`src/rtl/vga_scan_engine.sv`:
```
// VGA scan engine: pixel-tick divider, h/v scan counters, frame-buffer read addressing
// with power-of-two pixel replication, and a registered sync/draw/pixel output stage.
module vga_scan_engine #(
   parameter int H_ACTIVE    = 640,
   parameter int H_FP        = 16,
   parameter int H_SYNC      = 96,
   parameter int H_BP        = 48,
   parameter int V_ACTIVE    = 480,
   parameter int V_FP        = 10,
   parameter int V_SYNC      = 2,
   parameter int V_BP        = 33,
   parameter int CLK_DIV     = 2,
   parameter int SCALE_SHIFT = 1,
   parameter int COLOR_BITS  = 3,
   parameter int MEM_LAT     = 1,
   parameter bit HS_POL      = 1'b0,
   parameter bit VS_POL      = 1'b0,
   localparam int X_AW       = $clog2(H_ACTIVE >> SCALE_SHIFT),
   localparam int Y_AW       = $clog2(V_ACTIVE >> SCALE_SHIFT),
   localparam int ADDR_W     = X_AW + Y_AW
) (
   input  logic                  clk50,
   input  logic                  reset,
   input  logic                  enable,
   output logic [ADDR_W-1:0]     mem_addr,
   input  logic [COLOR_BITS-1:0] mem_data,
   output logic [COLOR_BITS-1:0] pixel,
   output logic                  draw,
   output logic                  hSync,
   output logic                  vSync,
   output logic                  frame_start
);

   localparam int H_TOTAL  = H_ACTIVE + H_FP + H_SYNC + H_BP;
   localparam int V_TOTAL  = V_ACTIVE + V_FP + V_SYNC + V_BP;
   localparam int HW       = $clog2(H_TOTAL);
   localparam int VW       = $clog2(V_TOTAL);
   localparam int TW       = (CLK_DIV > 1) ? $clog2(CLK_DIV) : 1;
   localparam int HS_START = H_ACTIVE + H_FP;
   localparam int HS_END   = H_ACTIVE + H_FP + H_SYNC;
   localparam int VS_START = V_ACTIVE + V_FP;
   localparam int VS_END   = V_ACTIVE + V_FP + V_SYNC;

   logic [TW-1:0]   tick_cnt;
   logic            tick;
   logic [HW-1:0]   h_cnt, h_next;
   logic [VW-1:0]   v_cnt, v_next;
   logic [X_AW-1:0] x_next;
   logic [Y_AW-1:0] y_next;
   logic            active_next;
   logic            draw_cur;
   logic            hs_cur;
   logic            vs_cur;

   assign tick = (tick_cnt == TW'(CLK_DIV - 1));

   always_comb begin
      h_next = h_cnt;
      v_next = v_cnt;
      if (h_cnt == HW'(H_TOTAL - 1)) begin
         h_next = '0;
         v_next = (v_cnt == VW'(V_TOTAL - 1)) ? '0 : v_cnt + 1'b1;
      end else begin
         h_next = h_cnt + 1'b1;
      end
   end

   // Replication: the memory sees the scan position divided by 2**SCALE_SHIFT.
   assign x_next      = X_AW'(h_next >> SCALE_SHIFT);
   assign y_next      = Y_AW'(v_next >> SCALE_SHIFT);
   assign active_next = (h_next < HW'(H_ACTIVE)) && (v_next < VW'(V_ACTIVE));

   assign draw_cur = (h_cnt < HW'(H_ACTIVE)) && (v_cnt < VW'(V_ACTIVE));
   assign hs_cur   = (h_cnt >= HW'(HS_START)) && (h_cnt < HW'(HS_END));
   assign vs_cur   = (v_cnt >= VW'(VS_START)) && (v_cnt < VW'(VS_END));

   always_ff @(posedge clk50) begin
      if (!reset || !enable) begin
         tick_cnt    <= '0;
         h_cnt       <= '0;
         v_cnt       <= '0;
         mem_addr    <= '0;
         pixel       <= '0;
         draw        <= 1'b0;
         hSync       <= ~HS_POL;
         vSync       <= ~VS_POL;
         frame_start <= 1'b0;
      end else begin
         tick_cnt    <= tick ? '0 : tick_cnt + 1'b1;
         frame_start <= tick && (h_cnt == '0) && (v_cnt == '0);
         if (tick) begin
            h_cnt <= h_next;
            v_cnt <= v_next;
            // Address leads the counters by one pixel period so data is ready at the next tick.
            if (active_next)
               mem_addr <= {y_next, x_next};
            draw  <= draw_cur;
            pixel <= draw_cur ? mem_data : '0;
            hSync <= hs_cur ? HS_POL : ~HS_POL;
            vSync <= vs_cur ? VS_POL : ~VS_POL;
         end
      end
   end

endmodule

```
`config.mk`:
```
export PLATFORM = sky130hd
export DESIGN_NAME = vga_scan_engine
export DESIGN_NICKNAME = d
export VERILOG_FILES = /design/src/rtl/vga_scan_engine.sv
export SDC_FILE = /design/constraint.sdc
export NUM_CORES = 1
export LEC_CHECK = 0
export CAP_MARGIN = 20
export CORE_ASPECT_RATIO = 1.4
export CORE_MARGIN = 2
export CORE_UTILIZATION = 30
export DETAILED_ROUTE_END_ITERATION = 7
export REMOVE_ABC_BUFFERS = 1
export SYNTH_ARGS = -nofsm -noshare
export SYNTH_HDL_FRONTEND = slang
export SYNTH_SLANG_ARGS = --single-unit
```
`constraint.sdc`:
```
create_clock -name clk50 -period 8.7 [get_ports clk50]
set_input_delay 1.305 -clock clk50 [delete_from_list [all_inputs] [get_ports clk50]]
set_output_delay 1.305 -clock clk50 [all_outputs]
set_load 0.02 [all_outputs]
```
Word-level counts from Yosys, hierarchy flattened --
Cells that the tools add are included.
Operators by class: add/subtract/negate cells 3, multiply operators 0, div/mod/pow operators 0, $lt $le $gt $ge 8, equality and inequality tests 2, shifts and indexed selects 0, muxes and demuxes 6, bitwise gates (word level) 0, reductions and logical operators 13
Operators with widths (number):
- 10-bit less-than comparator (second input constant) | 3
- 10-bit by 9-bit less-than comparator with 1-bit output (second input constant) | 3
- 10-bit 2-to-1 mux | 3
- 10-bit by 1-bit adder with 10-bit output (second input constant) | 2
- 10-bit == test (second input constant) | 2
- 10-bit logical NOT | 2
- 10-bit greater-or-equal comparator (second input constant) | 1
- 10-bit by 9-bit greater-or-equal comparator with 1-bit output (second input constant) | 1
- 1-bit logical AND | 6
- 3-bit 2-to-1 mux | 1
- 1-bit logical NOT | 2
- 1-bit 2-to-1 mux | 2
- 2-bit AND reduction | 1
- 2-bit OR reduction | 1
- 1-bit adder (second input constant) | 1
- 1-bit logical OR | 1
Storage, ports and cells: register bits after elaboration 45, bits in latches 0, memory bits (writable) 0, ROM bits 0, input port bits 6, output and inout bits 24, memories 0

Depth between registers and ports, before layout --
word-level depth 6, gate-level depth with buffers 10

Worst setup path before layout --
OpenSTA, ideal clock, no wires.
path kind register to register, from register h_cnt[0], to register mem_addr[11], arrival 2.616 ns, required time 8.576 ns, path slack 5.961 ns, stages on the path, launching flop included 10, path buffers 2, period minus slack after synthesis 2.739 ns, cells stage by stage dfxtp_1 -> ha_1 -> nand4_1 -> or4_4 -> nor4_4 -> a311oi_2 -> or3_1 -> buf_6 -> buf_12 -> mux2i_1
Between the ends: word-level cells in the longest chain between the ends 5
Ends and longest elaborated chain:
- start: declaration | line 46 | logic [HW-1:0] h_cnt, h_next;
- start signal: assignment | line 92 | h_cnt <= h_next;
- 10-bit by 1-bit adder with 10-bit output / 10-bit == test (equally long branches) | line 64, 60
- 10-bit 2-to-1 mux | line 60 | if (h_cnt == HW'(H_TOTAL - 1)) begin
- 10-bit less-than comparator / 10-bit by 9-bit less-than comparator with 1-bit output (equally long branches) | line 71 | assign active_next = (h_next < HW'(H_ACTIVE)) && (v_next < VW'(V_ACTIVE));
- 1-bit logical AND | line 71
- 2-bit AND reduction (no source line)
- end signal: assignment | line 96 | mem_addr <= {y_next, x_next};
- end: declaration | line 25 | output logic [ADDR_W-1:0] mem_addr,
Several ways; a longest one is shown, not always the timed one. A chain may end at the register's enable or synchronous reset.

Final worst setup path --
from register h_cnt[0], to register mem_addr[1]
Same word-level chain as after synthesis.

==> flow_summary.toml <==
[outcome]
status = "complete, no violations"

[routing]
drt_iter0_drc = 88
post-route-drc-count = 0
postRouteAntennaNets = 0
wirelength_um = 5157
viasPerCell = 4.960
vias = 1989
drt-pass1-iter-count = 4
wl_per_cell_um = 12.86

[timing]
fin_setup_tns_ps = 0
fmax_mhz = 294.4
final.setup_skew_ps = 11.01
relSlewSlack = 0.4093
drv_slew = 0
hold_viol = 0
fin_crit_sh = 0.3905
tightest_slew_ps = 883.9
whs_ps = 460.3
rsz0062_at_grt = "false"
setup_viol = 0
period_minus_slack_ps = 3397

[logic_synthesis]
synth_edf_count = 0
synth-seq-cells = 45
yosysTopAreaCellShare = 0.3706
synthCells = 286
synth_flop_cell = "dfxtp_1"
yosysWarnings = 0
avgSynthCellArea_um2 = 8.500
synth_largest_area_cell = "dfxtp_1"
yosysUniqueCellTypes = 48
yosysSeqAreaShare = 0.3706
async_reset_ff_frac = 0
yosys-top-cells-area = "dfxtp_1 (37%), nand2_1 (6.6%), mux2i_1 (6.2%)"
syn_area_um2 = 2431

[clocking]
cts_root_buffer = "clkbuf_8"
clk_pin_slew_ps = 80
cts_tree = "built"
cts_inserted_buffers = 5
cts_setup_buffers = 0
htreeDepth = 2
hold_buffers = 0
cts_resized = 0
clock-sinks = 45
clkLatencyLatePin_ps = 300
clk_path_buf_depth = 2

[critical_path]
cp.required_ps = 8920
path_class = "reg2reg"
setup.worst_path.start_class = "register"
arrival_ps = 3620
path_max_fanout = 17
worstSetupEndpointType = "register"
reg2reg_slack_ps = 5300

[pwr]
power_density_nw_per_um2 = 130.8
power_uw = 358.9
vdd_ir_drop_max_uv = 46.71
leakagePower_uw = 0.0009536

[floorplanning]
die_y_um = 110.5
core_region_area_um2 = 7797
ios = 30
die_area_um2 = 8850
die_x_um = 80.08
initial_core_util = 0.3118
rows = 38

[finish]
antenna_cells = 0
final_cells = 401
fill_cells = 859
areaGrowthSynthToFinish_pct = 12.82
drive_gt1_frac = 0.05316
final_common_cell = "dfxtp_1"
post-route-util = 0.3517
nNetsFinal = 310
layout_common_cells = "dfxtp_1 (45), nand2_1 (43), nor2_1 (32)"

[global_routing]
grt_max_degree = 31
grt_usage = 0.1242
grt_pass1_vias = 1921
grt_antenna_before_repair = 0
grt_overflow = 0
grt_pass1_wl_um = 8907

[job]
max-cap-violations = 0

[placed_design]
io_buffer_count = 29
dp_cells = 393
gp_congestion = 0.8029
dp_hpwl_um = 3644

[min_path]
min-delay-path-class = "reg2reg"
## where the power goes
| part | internal, uW | leakage [uW] | switching [uW] |
|---|---|---|---|
| combinational | 9.65 | 0.000552 | 13.3 |
| sequential | 208 | 0.000363 | 2.09 |
| clock | 56.9 | 0.0000385 | 69.1 |
| total | 274 | 0.000954 | 84.5 |
## per-stage QoR
| stage | cell area [um2] | setup WS, ps |
|---|---|---|
| after floorplan | 2228 | 5723 |
| after global placement | 2659 | 5444 |
| after detailed placement | 2659 | 5300 |
| after CTS | 2743 | 5280 |
| after global routing | 2743 | 5073 |
| final | 2743 | 5303 |
## layout make-up
class	count	area [um2]	area share
Clock buffer	7	76.32	0.02783
Clock inverter	1	7.507	0.002737
Inverter	9	33.78	0.01232
Multi-Input combinational cell	208	1294	0.4717
Sequential cell	45	900.9	0.3285
Tap cell	100	125.1	0.04562
Timing Repair Buffer	31	305.3	0.1113
## routing by layer
metal	GRT usage	wire length (um)	part of all wire
met5	0	0	0
met1	0.1519	2253	0.44
met4	0.05989	95	0.018
met3	0.02124	201	0.039
met2	0.2067	2606	0.51
## state kept, by name, summed over array words and instances, names as in the netlist
name / count
mem_addr: 17
h_cnt: 10
v_cnt: 10
pixel: 3
draw: 1
frame_start: 1
hSync: 1
tick: 1
vSync: 1
## worst max-delay path, stage by stage, from the launching register on
cell	delay (ps)
dfxtp_1	420
ha_1	320
nand4_1	290
or4_4	650
o31a_1	320
a311oi_2	310
or3_1	740
mux2i_1	270
## synthesized netlist by cell type (2+ instances only)
cell / number
nor2_1: 32
clkbuf_1: 6
nand3_1: 15
nand4_1: 5
o21ai_0: 9
xor2_1: 12
inv_1: 9
nor3_1: 6
or3_1: 2
and2b_1: 2
and2_1: 2
nor4b_1: 2
clkbuf_4: 2
mux2i_1: 15
nor3b_1: 2
nand2b_1: 2
a22o_1: 3
nand3b_1: 2
buf_4: 4
a21oi_1: 9
a221oi_1: 3
xnor2_1: 7
ha_1: 4
nor4_1: 5
and3_1: 3
a211oi_1: 4
nand2_1: 43
a31oi_1: 2
dfxtp_1: 45
nand4b_1: 2
or3_2: 2
buf_6: 9
## cell families (layout without fill, tap and decap cells)
kind of cell               after synthesis  in the layout  share of synthesized area
and+or+nand+nor                        133            133                     0.2759
DFF                                     45             45                     0.3706
AOI/OAI and AO/OA                       37             37                     0.1055
buffers and inverters                   33             48                    0.09727
xor gates and xnor gates                19             19                    0.06845
muxes                                   15             15                    0.06176
adders and majority gates                4              4                    0.02059
## final timing paths
kind,start,endpoint,cells past startpoint
min reg2reg,mem_addr[8],mem_addr[8],2
min,mem_addr[8],mem_addr[8],2
max,h_cnt[0],mem_addr[1],7
max reg2reg,h_cnt[0],mem_addr[1],7
(Power assumes the default switching activity.)
